[config.mk]
export PLATFORM = sky130hd
export DESIGN_NAME = spi_master_cfg_flat
export DESIGN_NICKNAME = d
export VERILOG_FILES = /design/src/rtl/spi_master_cfg_if.sv /design/src/rtl/spi_master_cfg.sv /design/src/flat_wrapper.sv
export SDC_FILE = /design/constraint.sdc
export NUM_CORES = 1
export LEC_CHECK = 0
export ABC_AREA = 1
export CORE_UTILIZATION = 50
export CTS_CLUSTER_DIAMETER = 100
export DETAILED_ROUTE_END_ITERATION = 10
export GPL_ROUTABILITY_DRIVEN = 0
export PLACE_DENSITY_LB_ADDON = 0.1
export SLEW_MARGIN = 40
export SYNTH_ARGS = -nofsm -noshare
export SYNTH_HDL_FRONTEND = slang
export SYNTH_SLANG_ARGS = --single-unit
[constraint.sdc]
create_clock -name clk -period 4 [get_ports clk]
set_input_delay 0.8 -clock clk [delete_from_list [all_inputs] [get_ports clk]]
set_output_delay 0.8 -clock clk [all_outputs]
set_load 0.01 [all_outputs]
[src/rtl/spi_master_cfg_if.sv]
// Local handshake plus SPI pins for spi_master_cfg.
// Latency: n/a (bundle only). Backpressure: none, START is only honoured while BUSY=0.
// master = the SPI master block, slave = local requester together with the SPI bus side.
interface spi_master_cfg_if #(
    parameter int WIDTH = 8,
    parameter int N_CS  = 1,
    parameter int CS_W  = 1
) ();
    logic             start;
    logic             cpol;
    logic             cpha;
    logic             lsb_first;
    logic [CS_W-1:0]  cs_idx;
    logic [WIDTH-1:0] dout;
    logic [WIDTH-1:0] din;
    logic             busy;
    logic             done;
    logic             sck;
    logic             mosi;
    logic             miso;
    logic [N_CS-1:0]  cs_n;

    modport master (
        input  start, cpol, cpha, lsb_first, cs_idx, dout, miso,
        output din, busy, done, sck, mosi, cs_n
    );

    modport slave (
        output start, cpol, cpha, lsb_first, cs_idx, dout, miso,
        input  din, busy, done, sck, mosi, cs_n
    );
endinterface

[src/rtl/spi_master_cfg.sv]
// Runtime-configurable SPI master: any CPOL/CPHA, MSB/LSB first, N active-low chip selects.
// Latency: BUSY high for CLK_DIV*(2*WIDTH+3) cycles, DONE and DIN in the first GAP cycle.
// Backpressure: none; START is ignored unless the FSM is IDLE.
module spi_master_cfg #(
    parameter int WIDTH   = 8,
    parameter int CLK_DIV = 4,
    parameter int N_CS    = 1,
    parameter int CS_W    = (N_CS > 1) ? $clog2(N_CS) : 1
) (
    input  logic             clk,
    input  logic             rst_n,
    spi_master_cfg_if.master bus
);
    localparam int DIV_W  = $clog2(CLK_DIV + 1);
    localparam int EDGE_W = $clog2(2 * WIDTH + 1);
    localparam logic [DIV_W-1:0]  DIV_LAST  = DIV_W'(CLK_DIV - 1);
    localparam logic [EDGE_W-1:0] EDGE_LAST = EDGE_W'(2 * WIDTH - 1);

    typedef enum logic [2:0] {S_IDLE, S_LEAD, S_SHIFT, S_TRAIL, S_GAP} state_t;

    state_t           state, state_nxt;
    logic [DIV_W-1:0] div_cnt, div_cnt_nxt;
    logic [EDGE_W-1:0] edge_cnt, edge_cnt_nxt;
    logic             cpol_q, cpol_nxt, cpha_q, cpha_nxt, lsb_q, lsb_nxt;
    logic [WIDTH-1:0] tx_sr, tx_sr_nxt, rx_sr, rx_sr_nxt, din_q, din_nxt;
    logic             sck_q, sck_nxt, mosi_q, mosi_nxt;
    logic             busy_q, busy_nxt, done_q, done_nxt;
    logic [N_CS-1:0]  cs_n_q, cs_n_nxt, cs_sel;
    logic             div_end, sck_edge, leading, last_edge, do_sample, do_drive;

    assign div_end   = (div_cnt == DIV_LAST);
    assign sck_edge  = (state == S_SHIFT) && div_end;
    assign leading   = ~edge_cnt[0];
    assign last_edge = (edge_cnt == EDGE_LAST);
    // CPHA=0 samples on leading edges and drives on trailing ones; CPHA=1 the reverse.
    assign do_sample = sck_edge && (cpha_q ? ~leading : leading);
    assign do_drive  = sck_edge && (cpha_q ? leading : (~leading && ~last_edge));

    // Out-of-range CS_IDX leaves every line deasserted.
    always_comb begin
        cs_sel = '1;
        for (int i = 0; i < N_CS; i++) begin
            if (int'(bus.cs_idx) == i) cs_sel[i] = 1'b0;
        end
    end

    always_ff @(posedge clk or negedge rst_n) begin
        if (!rst_n) state <= S_IDLE;
        else        state <= state_nxt;
    end

    always_comb begin
        state_nxt = state;
        case (state)
            S_IDLE:  if (bus.start)            state_nxt = S_LEAD;
            S_LEAD:  if (div_end)              state_nxt = S_SHIFT;
            S_SHIFT: if (sck_edge && last_edge) state_nxt = S_TRAIL;
            S_TRAIL: if (div_end)              state_nxt = S_GAP;
            S_GAP:   if (div_end)              state_nxt = S_IDLE;
            default:                           state_nxt = S_IDLE;
        endcase
    end

    always_comb begin
        div_cnt_nxt  = (state == S_IDLE || div_end) ? '0 : div_cnt + DIV_W'(1);
        edge_cnt_nxt = (state == S_IDLE) ? '0 : (sck_edge ? edge_cnt + EDGE_W'(1) : edge_cnt);
        cpol_nxt  = cpol_q;
        cpha_nxt  = cpha_q;
        lsb_nxt   = lsb_q;
        tx_sr_nxt = tx_sr;
        rx_sr_nxt = rx_sr;
        din_nxt   = din_q;
        sck_nxt   = sck_q;
        mosi_nxt  = mosi_q;
        busy_nxt  = busy_q;
        done_nxt  = 1'b0;
        cs_n_nxt  = cs_n_q;
        case (state)
            S_IDLE: begin
                sck_nxt  = bus.cpol;
                mosi_nxt = 1'b0;
                busy_nxt = 1'b0;
                cs_n_nxt = '1;
                if (bus.start) begin
                    cpol_nxt  = bus.cpol;
                    cpha_nxt  = bus.cpha;
                    lsb_nxt   = bus.lsb_first;
                    busy_nxt  = 1'b1;
                    cs_n_nxt  = cs_sel;
                    rx_sr_nxt = '0;
                    if (bus.cpha) begin
                        tx_sr_nxt = bus.dout;
                    end else begin
                        mosi_nxt  = bus.lsb_first ? bus.dout[0] : bus.dout[WIDTH-1];
                        tx_sr_nxt = bus.lsb_first ? (bus.dout >> 1) : (bus.dout << 1);
                    end
                end
            end
            S_LEAD: sck_nxt = cpol_q;
            S_SHIFT: begin
                if (sck_edge) sck_nxt = ~sck_q;
                if (do_drive) begin
                    mosi_nxt  = lsb_q ? tx_sr[0] : tx_sr[WIDTH-1];
                    tx_sr_nxt = lsb_q ? (tx_sr >> 1) : (tx_sr << 1);
                end
                if (do_sample) begin
                    rx_sr_nxt = lsb_q ? {bus.miso, rx_sr[WIDTH-1:1]} : {rx_sr[WIDTH-2:0], bus.miso};
                end
            end
            S_TRAIL: begin
                sck_nxt = cpol_q;
                if (div_end) begin
                    cs_n_nxt = '1;
                    done_nxt = 1'b1;
                    din_nxt  = rx_sr;
                    mosi_nxt = 1'b0;
                end
            end
            S_GAP: begin
                sck_nxt = cpol_q;
                if (div_end) busy_nxt = 1'b0;
            end
            default: ;
        endcase
    end

    always_ff @(posedge clk or negedge rst_n) begin
        if (!rst_n) begin
            div_cnt  <= '0;
            edge_cnt <= '0;
            cpol_q   <= 1'b0;
            cpha_q   <= 1'b0;
            lsb_q    <= 1'b0;
            tx_sr    <= '0;
            rx_sr    <= '0;
            din_q    <= '0;
            sck_q    <= 1'b0;
            mosi_q   <= 1'b0;
            busy_q   <= 1'b0;
            done_q   <= 1'b0;
            cs_n_q   <= '1;
        end else begin
            div_cnt  <= div_cnt_nxt;
            edge_cnt <= edge_cnt_nxt;
            cpol_q   <= cpol_nxt;
            cpha_q   <= cpha_nxt;
            lsb_q    <= lsb_nxt;
            tx_sr    <= tx_sr_nxt;
            rx_sr    <= rx_sr_nxt;
            din_q    <= din_nxt;
            sck_q    <= sck_nxt;
            mosi_q   <= mosi_nxt;
            busy_q   <= busy_nxt;
            done_q   <= done_nxt;
            cs_n_q   <= cs_n_nxt;
        end
    end

    assign bus.din  = din_q;
    assign bus.busy = busy_q;
    assign bus.done = done_q;
    assign bus.sck  = sck_q;
    assign bus.mosi = mosi_q;
    assign bus.cs_n = cs_n_q;
endmodule

[src/flat_wrapper.sv]
// flat-port wrapper written by rule: the top's interface ports become plain ports
module spi_master_cfg_flat 
#(
    parameter int WIDTH   = 8,
    parameter int CLK_DIV = 4,
    parameter int N_CS    = 1,
    parameter int CS_W    = (N_CS > 1) ? $clog2(N_CS) : 1
)
  (clk, rst_n, bus_start, bus_cpol, bus_cpha, bus_lsb_first, bus_cs_idx, bus_dout, bus_miso, bus_din, bus_busy, bus_done, bus_sck, bus_mosi, bus_cs_n);
  spi_master_cfg_if #(.WIDTH(WIDTH), .N_CS(N_CS), .CS_W(CS_W)) bus_i ();
  input  logic clk;
  input  logic rst_n;
  input wire logic [$bits(bus_i.start)-1:0] bus_start;
  input wire logic [$bits(bus_i.cpol)-1:0] bus_cpol;
  input wire logic [$bits(bus_i.cpha)-1:0] bus_cpha;
  input wire logic [$bits(bus_i.lsb_first)-1:0] bus_lsb_first;
  input wire logic [$bits(bus_i.cs_idx)-1:0] bus_cs_idx;
  input wire logic [$bits(bus_i.dout)-1:0] bus_dout;
  input wire logic [$bits(bus_i.miso)-1:0] bus_miso;
  output wire logic [$bits(bus_i.din)-1:0] bus_din;
  output wire logic [$bits(bus_i.busy)-1:0] bus_busy;
  output wire logic [$bits(bus_i.done)-1:0] bus_done;
  output wire logic [$bits(bus_i.sck)-1:0] bus_sck;
  output wire logic [$bits(bus_i.mosi)-1:0] bus_mosi;
  output wire logic [$bits(bus_i.cs_n)-1:0] bus_cs_n;
  assign bus_i.start = bus_start;
  assign bus_i.cpol = bus_cpol;
  assign bus_i.cpha = bus_cpha;
  assign bus_i.lsb_first = bus_lsb_first;
  assign bus_i.cs_idx = bus_cs_idx;
  assign bus_i.dout = bus_dout;
  assign bus_i.miso = bus_miso;
  assign bus_din = bus_i.din;
  assign bus_busy = bus_i.busy;
  assign bus_done = bus_i.done;
  assign bus_sck = bus_i.sck;
  assign bus_mosi = bus_i.mosi;
  assign bus_cs_n = bus_i.cs_n;
  spi_master_cfg #(.WIDTH(WIDTH), .CLK_DIV(CLK_DIV), .N_CS(N_CS), .CS_W(CS_W)) u_core (.clk(clk), .rst_n(rst_n), .bus(bus_i));
endmodule
==> After elaboration in Yosys (flattened, before gate mapping) <==
Index checks and enable logic that the tools add are counted.
{ "word_totals": {"latch_bits": 0, "mem_count": 0, "word_cells": 94, "rom_bits": 0, "reg_bits": 43, "mem_bits_rw": 0, "in_bits": 16} }
{ "op_classes": {"n_eq_ne": 14, "n_bitwise": 3, "n_reduce_logical": 23, "n_shift": 0, "muxes": 38, "div": 0, "add_sub_neg": 2, "mul": 0, "magnitude_cmp": 0} }
{ "op_table": {"columns": ["cell", "n"], "rows": [
  ["$mux W8", 8],
  ["$pmux W8 S2", 2],
  ["$mux W3", 6],
  ["$mux W1", 15],
  ["$pmux W3 S5", 1],
  ["$ne A2 B1 Y1 const B", 6],
  ["$mux W5", 2],
  ["$reduce_and A2 Y1", 5],
  ["$eq A3 B2 Y1 const B", 3],
  ["$reduce_and A3 Y1", 3],
  ["$reduce_bool A2 Y1", 4],
  ["$pmux W1 S3", 2],
  ["$reduce_bool A3 Y1", 2],
  ["$add A5 B1 Y5 const B", 1],
  ["$eq A5 B4 Y1 const B", 1],
  ["$logic_and A1 B1 Y1", 5],
  ["$reduce_and A5 Y1", 1],
  ["$ne A2 B2 Y1 const B", 2],
  ["$pmux W1 S2", 2],
  ["$add A3 B1 Y3 const B", 1],
  ["$eq A3 B1 Y1 const B", 1],
  ["$eq A3 B3 Y1 const B", 1],
  ["$logic_not A3 Y1", 1],
  ["$not A1 Y1", 3],
  ["other kinds (2)", 2]
]} }

==> Longest topological paths before layout <==
{ "depth": {"depth_word": 7, "mapped_depth": 10, "ltp_nobuf": 10} }

==> Least setup slack after synthesis <==
Ideal clock, no wire load.
{ "synth_timing": {"path_kind": "reg2reg", "startpoint": "reg u_core.edge_cnt[0]", "endpoint": "reg u_core.tx_sr[0]", "setup_ps": 117, "path_slack_ps": 2381, "stages_incl_launch_ff": 11, "path_buffers": 0, "period_less_slack_ps": 1619, "required_ps": 3883, "arrival_time_ps": 1502, "path_cell_list": "dfrtp_1 ha_1 inv_1 nor3_1 ha_1 a21oi_2 nand2_1 nand2_1 nand3_4 nand2_1 nand2_1"} }
{ "synth_between": {"elab_chain_len": 7} }
{ "synth_rtl": {"columns": ["element", "line", "text"], "rows": [
  ["start: declaration", "spi_master_cfg.sv:23", "logic [EDGE_W-1:0] edge_cnt, edge_cnt_nxt;"],
  ["start signal: assignment", "spi_master_cfg.sv:144", "edge_cnt <= edge_cnt_nxt;"],
  ["$eq A5 B4 Y1", "spi_master_cfg.sv:34", "assign last_edge = (edge_cnt == EDGE_LAST);"],
  ["$not A1 Y1", "spi_master_cfg.sv:37", "assign do_drive = sck_edge && (cpha_q ? leading : (~leading && ~last_edge));"],
  ["$logic_and A1 B1 Y1", "spi_master_cfg.sv:37", null],
  ["$mux W1 *", "spi_master_cfg.sv:37", null],
  ["$logic_and A1 B1 Y1 *", "spi_master_cfg.sv:37", null],
  ["$ne A2 B1 Y1 (no line) *", null, null],
  ["$reduce_and A3 Y1 (no line) *", null, null],
  ["end signal: assignment", "spi_master_cfg.sv:148", "tx_sr <= tx_sr_nxt;"],
  ["end: declaration", "spi_master_cfg.sv:25", "logic [WIDTH-1:0] tx_sr, tx_sr_nxt, rx_sr, rx_sr_nxt, din_q, din_nxt;"]
]} }
Mark *: on every way between the ends. The rest lies on a longest branch, timed or not.
A chain may end at the register's enable or synchronous reset.

==> Worst setup path in the final report <==
{ "layout_timing": {"startpoint": "reg u_core.cs_n_q (netlist: u_core.bus.cs_n)", "endpoint": "out bus_cs_n"} }
{ "layout_lines": {"columns": ["element", "line", "text"], "rows": [
  ["start: declaration", "spi_master_cfg.sv:28", "logic [N_CS-1:0] cs_n_q, cs_n_nxt, cs_sel;"],
  ["start signal: assignment", "spi_master_cfg.sv:155", "cs_n_q <= cs_n_nxt;"],
  ["end: declaration", "flat_wrapper.sv:25", "output wire logic [$bits(bus_i.cs_n)-1:0] bus_cs_n;"]
]} }
No word-level cell between the ends.

==> results.txt <==
The number of clock sinks seen by CTS came out at 43. The first-pass iteration count of the detailed router is 4. The number of nets in the layout is 385.

The number of warnings printed during yosys synthesis came out at 0. The sequential cell area is 1077 sq um. In this run the cell area of the synthesized design comes to roughly 2500 sq um. Summed over all cells, the static leakage comes to about 0.0015 uW.

The setup clock skew after layout is 0.01128 ns. The period utilization is 0.5397. The H-tree depth came out at 2. The final routed wire length divided by cell count came out at 11.69 um. In the final timing run, aggregate negative setup slack is 0 ns. The power density over cell area came out at 285.8 nW/um^2. Setup violations remaining at the end of the flow were counted as 0. The worst-case vdd ir drop is 0.0001216 V.

The mean post-synth cell area came out at 7.500 sq um. The remaining number of nets flagged by the antenna check after routing came out at 0. The critical path required time came out at 3.20 ns. Internal power comes to 660.8 uW. The CTS tree is built. The floorplan step set the die width to 73.42 um. The maximum buffer depth of the clock tree came out at 2.

The logic gate share of total power is 0.057. Entering global routing, the biggest net connects 44 pins. The number of antenna diodes in the final layout is 0. The net switching power of the design is 184.3 uW. The number of buffers added by the clock tree synthesis step is 5. The main combinational cell family by area after synthesis is simple AND/OR/NAND/NOR gates. For this run, the top clock speed supported by timing is 463.2 MHz. The maximum fanout along the worst path is 2.

The starting utilization of the core area is 0.5294. The clock input transition at the sequential cells of the worst setup and hold paths came out at roughly 0.080 ns. The fraction of the mapped netlist area in adder cells is 0.01963. The compound-cell area share of the yosys netlist is 0.09028. The fill cell instance count of the final layout is 470. The synthesis-to-layout area growth is 15.95%. The number of antenna violations at the first check in global routing came out at 0. Data arrives at the worst endpoint at 1.36 ns.

The tool flagged a number of max-cap violations equal to 0. Power comes to 845.0 uW. The via count of the first global-routing pass was approximately 1900. The slowest cell on the critical path is sky130_fd_sc_hd__dfstp_2. The slew at the pin with the worst max-slew slack is just over 0.7 ns. The area share of and/or/nand/nor cells after synthesis came out at 0.3862. The proportion of layout cells with a drive suffix above 1 is 0.1120.

Once the clock tree was built, the resizer swapped 0 gates to a different size. The worst path meets setup with 1.841 ns of slack. The total length of routed wires came out at between 5 and 6 mm. The multi-input gate area in the final layout is 1276 sq um. Timing analysis after detailed placement gives a worst setup slack of 1.778 ns.

The ratio of routed vias to standard cells came out at 5.067. The floorplan step set the die height to 73.42 um. The headroom to the max-slew limit is 0.5213.

The number of primary I/O pins came out at 29. The run finished with clean final reports. The gate count after technology mapping came out at 340. The post-CTS setup buffer count came out at 0. The final critical delay including setup and external delays came out at 2.159 ns. Of the total power, the clock network draws 0.422. The post-DP HPWL came out at 3.544 mm.

The total routing usage reported by global routing is 0.2117. The clock latency at the later pin of the worst-skew pair is about 0.30 ns. The area of the core came out at between 4000 and 5000 sq um. Walking the worst path, the cells encountered are clkdlybuf4s50_1.

The kind of cell adding the most delay to the critical path is flip-flops. The minimum hold slack is between 0.4 and 0.5 ns. The remaining global-route overflow is 0. The cts-stage hold buffer count is 0. The synthesized netlist contains 31 unique library cells. The number of buffers inserted by port buffering is 28. CTS placed an instance of sky130_fd_sc_hd__clkbuf_8 at the clock tree root. The startpoint class of the critical path is a flop.

Measured against the total synthesized area, the mux share comes to 0.004416. The die covers between 5000 and 6000 sq um. The path class of the lowest-slack min-delay path is flop to flop. The synthesized netlist net count is 360. The count of state elements after synthesis is 43. STA classifies the critical path endpoint as an output port. Setup repair after global routing left no endpoint under its margin. The number of DRC markers in iteration 0 is roughly 140. The number of failing hold endpoints at the final stage is 0. Of the synthesized area, sequential elements account for 0.4225.

By startpoint and endpoint, the worst setup path is classified as flop to output port. The final count of pins violating max slew is 0. The first global-routing pass estimated 8.749 mm of wire. The most common cell after layout, fill and taps aside is sky130_fd_sc_hd__nand2_1. The proportion of total power due to net switching is 0.2181.

The largest stage delay on the critical path is between 0.5 and 0.6 ns. Of the total synthesized cell area, the portion taken by XOR and XNOR cells is 0. The number of remaining DRC errors came out at 0. The detailed-route via count is 2194.

After floorplanning, the core was divided into 25 placement rows. In the layout the commonest cells are 133 x sky130_fd_sc_hd__nand2_1, 42 x sky130_fd_sc_hd__dfrtp_1, 31 x sky130_fd_sc_hd__inv_1. The register share of total power came out at 0.520. The number of buffers and inverters on the critical path came out at 1.
## worst paths after layout
| kind | slack (ns) | cells past startpoint | start | endpoint |
|---|---|---|---|---|
| min in group asynchronous | 0.48 | 1 | rst_n | u_core.rx_sr[3] |
| worst max-delay path | 1.84 | 1 | u_core.bus.cs_n | bus_cs_n |
| worst min-delay path | 0.44 | 1 | u_core.div_cnt[0] | u_core.div_cnt[0] |
| max in group asynchronous | 3.14 | 1 | rst_n | u_core.tx_sr[5] |
| worst max register to register | 2.12 | 10 | u_core.edge_cnt[0] | u_core.tx_sr[6] |
| worst min register to register | 0.44 | 1 | u_core.div_cnt[0] | u_core.div_cnt[0] |
## routing by layer
layer,wire [um],GRT usage
met5,0,0
met4,70,0.07692
met3,243,0.04390
met2,2224,0.3395
met1,2522,0.2837
## cell type report
cell class | instances | share of cell area
Clock inverter | 2 | 0.01185
Clock buffer | 6 | 0.02793
Multi-Input combinational cell | 254 | 0.4317
Sequential cell | 43 | 0.3644
Tap cell | 67 | 0.02835
Timing Repair Buffer | 28 | 0.09395
Inverter | 33 | 0.04190
## synth_stat cells (all sizes together)
| master | number | area [sq um] |
|---|---|---|
| o22ai | 1 | 6.260 |
| nor2 | 24 | 116.4 |
| o211ai | 1 | 7.510 |
| mux2 | 1 | 11.26 |
| nand2 | 140 | 568.0 |
| or2 | 5 | 31.28 |
| inv | 33 | 123.9 |
| dfstp | 1 | 26.28 |
| o21ai | 28 | 166.4 |
| a21oi | 7 | 50.05 |
| dfrtp | 42 | 1051 |
| nand4 | 9 | 56.30 |
| ha | 4 | 50.05 |
| buf | 6 | 57.55 |
| nor3 | 4 | 20.02 |
| nand3 | 30 | 192.7 |
| clkbuf | 4 | 15.01 |
## worst reg2reg max path, stage by stage, from the launching register on
cell	delay [ns]
sky130_fd_sc_hd__dfrtp_1	0.45
sky130_fd_sc_hd__ha_1	0.22
sky130_fd_sc_hd__inv_1	0.08
sky130_fd_sc_hd__nor3_1	0.06
sky130_fd_sc_hd__ha_1	0.23
sky130_fd_sc_hd__a21oi_2	0.16
sky130_fd_sc_hd__nand2_1	0.11
sky130_fd_sc_hd__nand2_1	0.17
sky130_fd_sc_hd__nand3_4	0.14
sky130_fd_sc_hd__nand2_1	0.10
sky130_fd_sc_hd__nand2_1	0.05
## sequential cells by signal, indices dropped and copies added (netlist names), 3 cells and up
name	count
u_core.bus.din	8
u_core.div_cnt	3
u_core.edge_cnt	5
u_core.rx_sr	8
u_core.state	3
u_core.tx_sr	8
## power groups by stage
stage	clock, uW	sequential (uW)	combinational, uW
5_1_grt	378	440	56.1
3_3_place_gp	0	448	48.5
4_1_cts	369	440	49.3
2_1_floorplan	0	448	20.4
3_5_place_dp	0	448	49.2
6_report	357	440	48.5
## per-stage QoR
stage	cells	util	area, sq um
after floorplan	340	-	2550
after global placement	425	0.5888	2836
after detailed placement	425	0.5894	2839
after CTS	433	0.6138	2957
after global routing	433	0.6138	2957
final	433	0.6138	2957
## logic make-up after synthesis
logic type,after synthesis
AOI/OAI and AO/OA,37
adders and majority gates,4
buffers and inverters,43
DFF,43
muxes,1
and+or+nand+nor,212
Note: power is estimated with default switching activity, not from simulation.
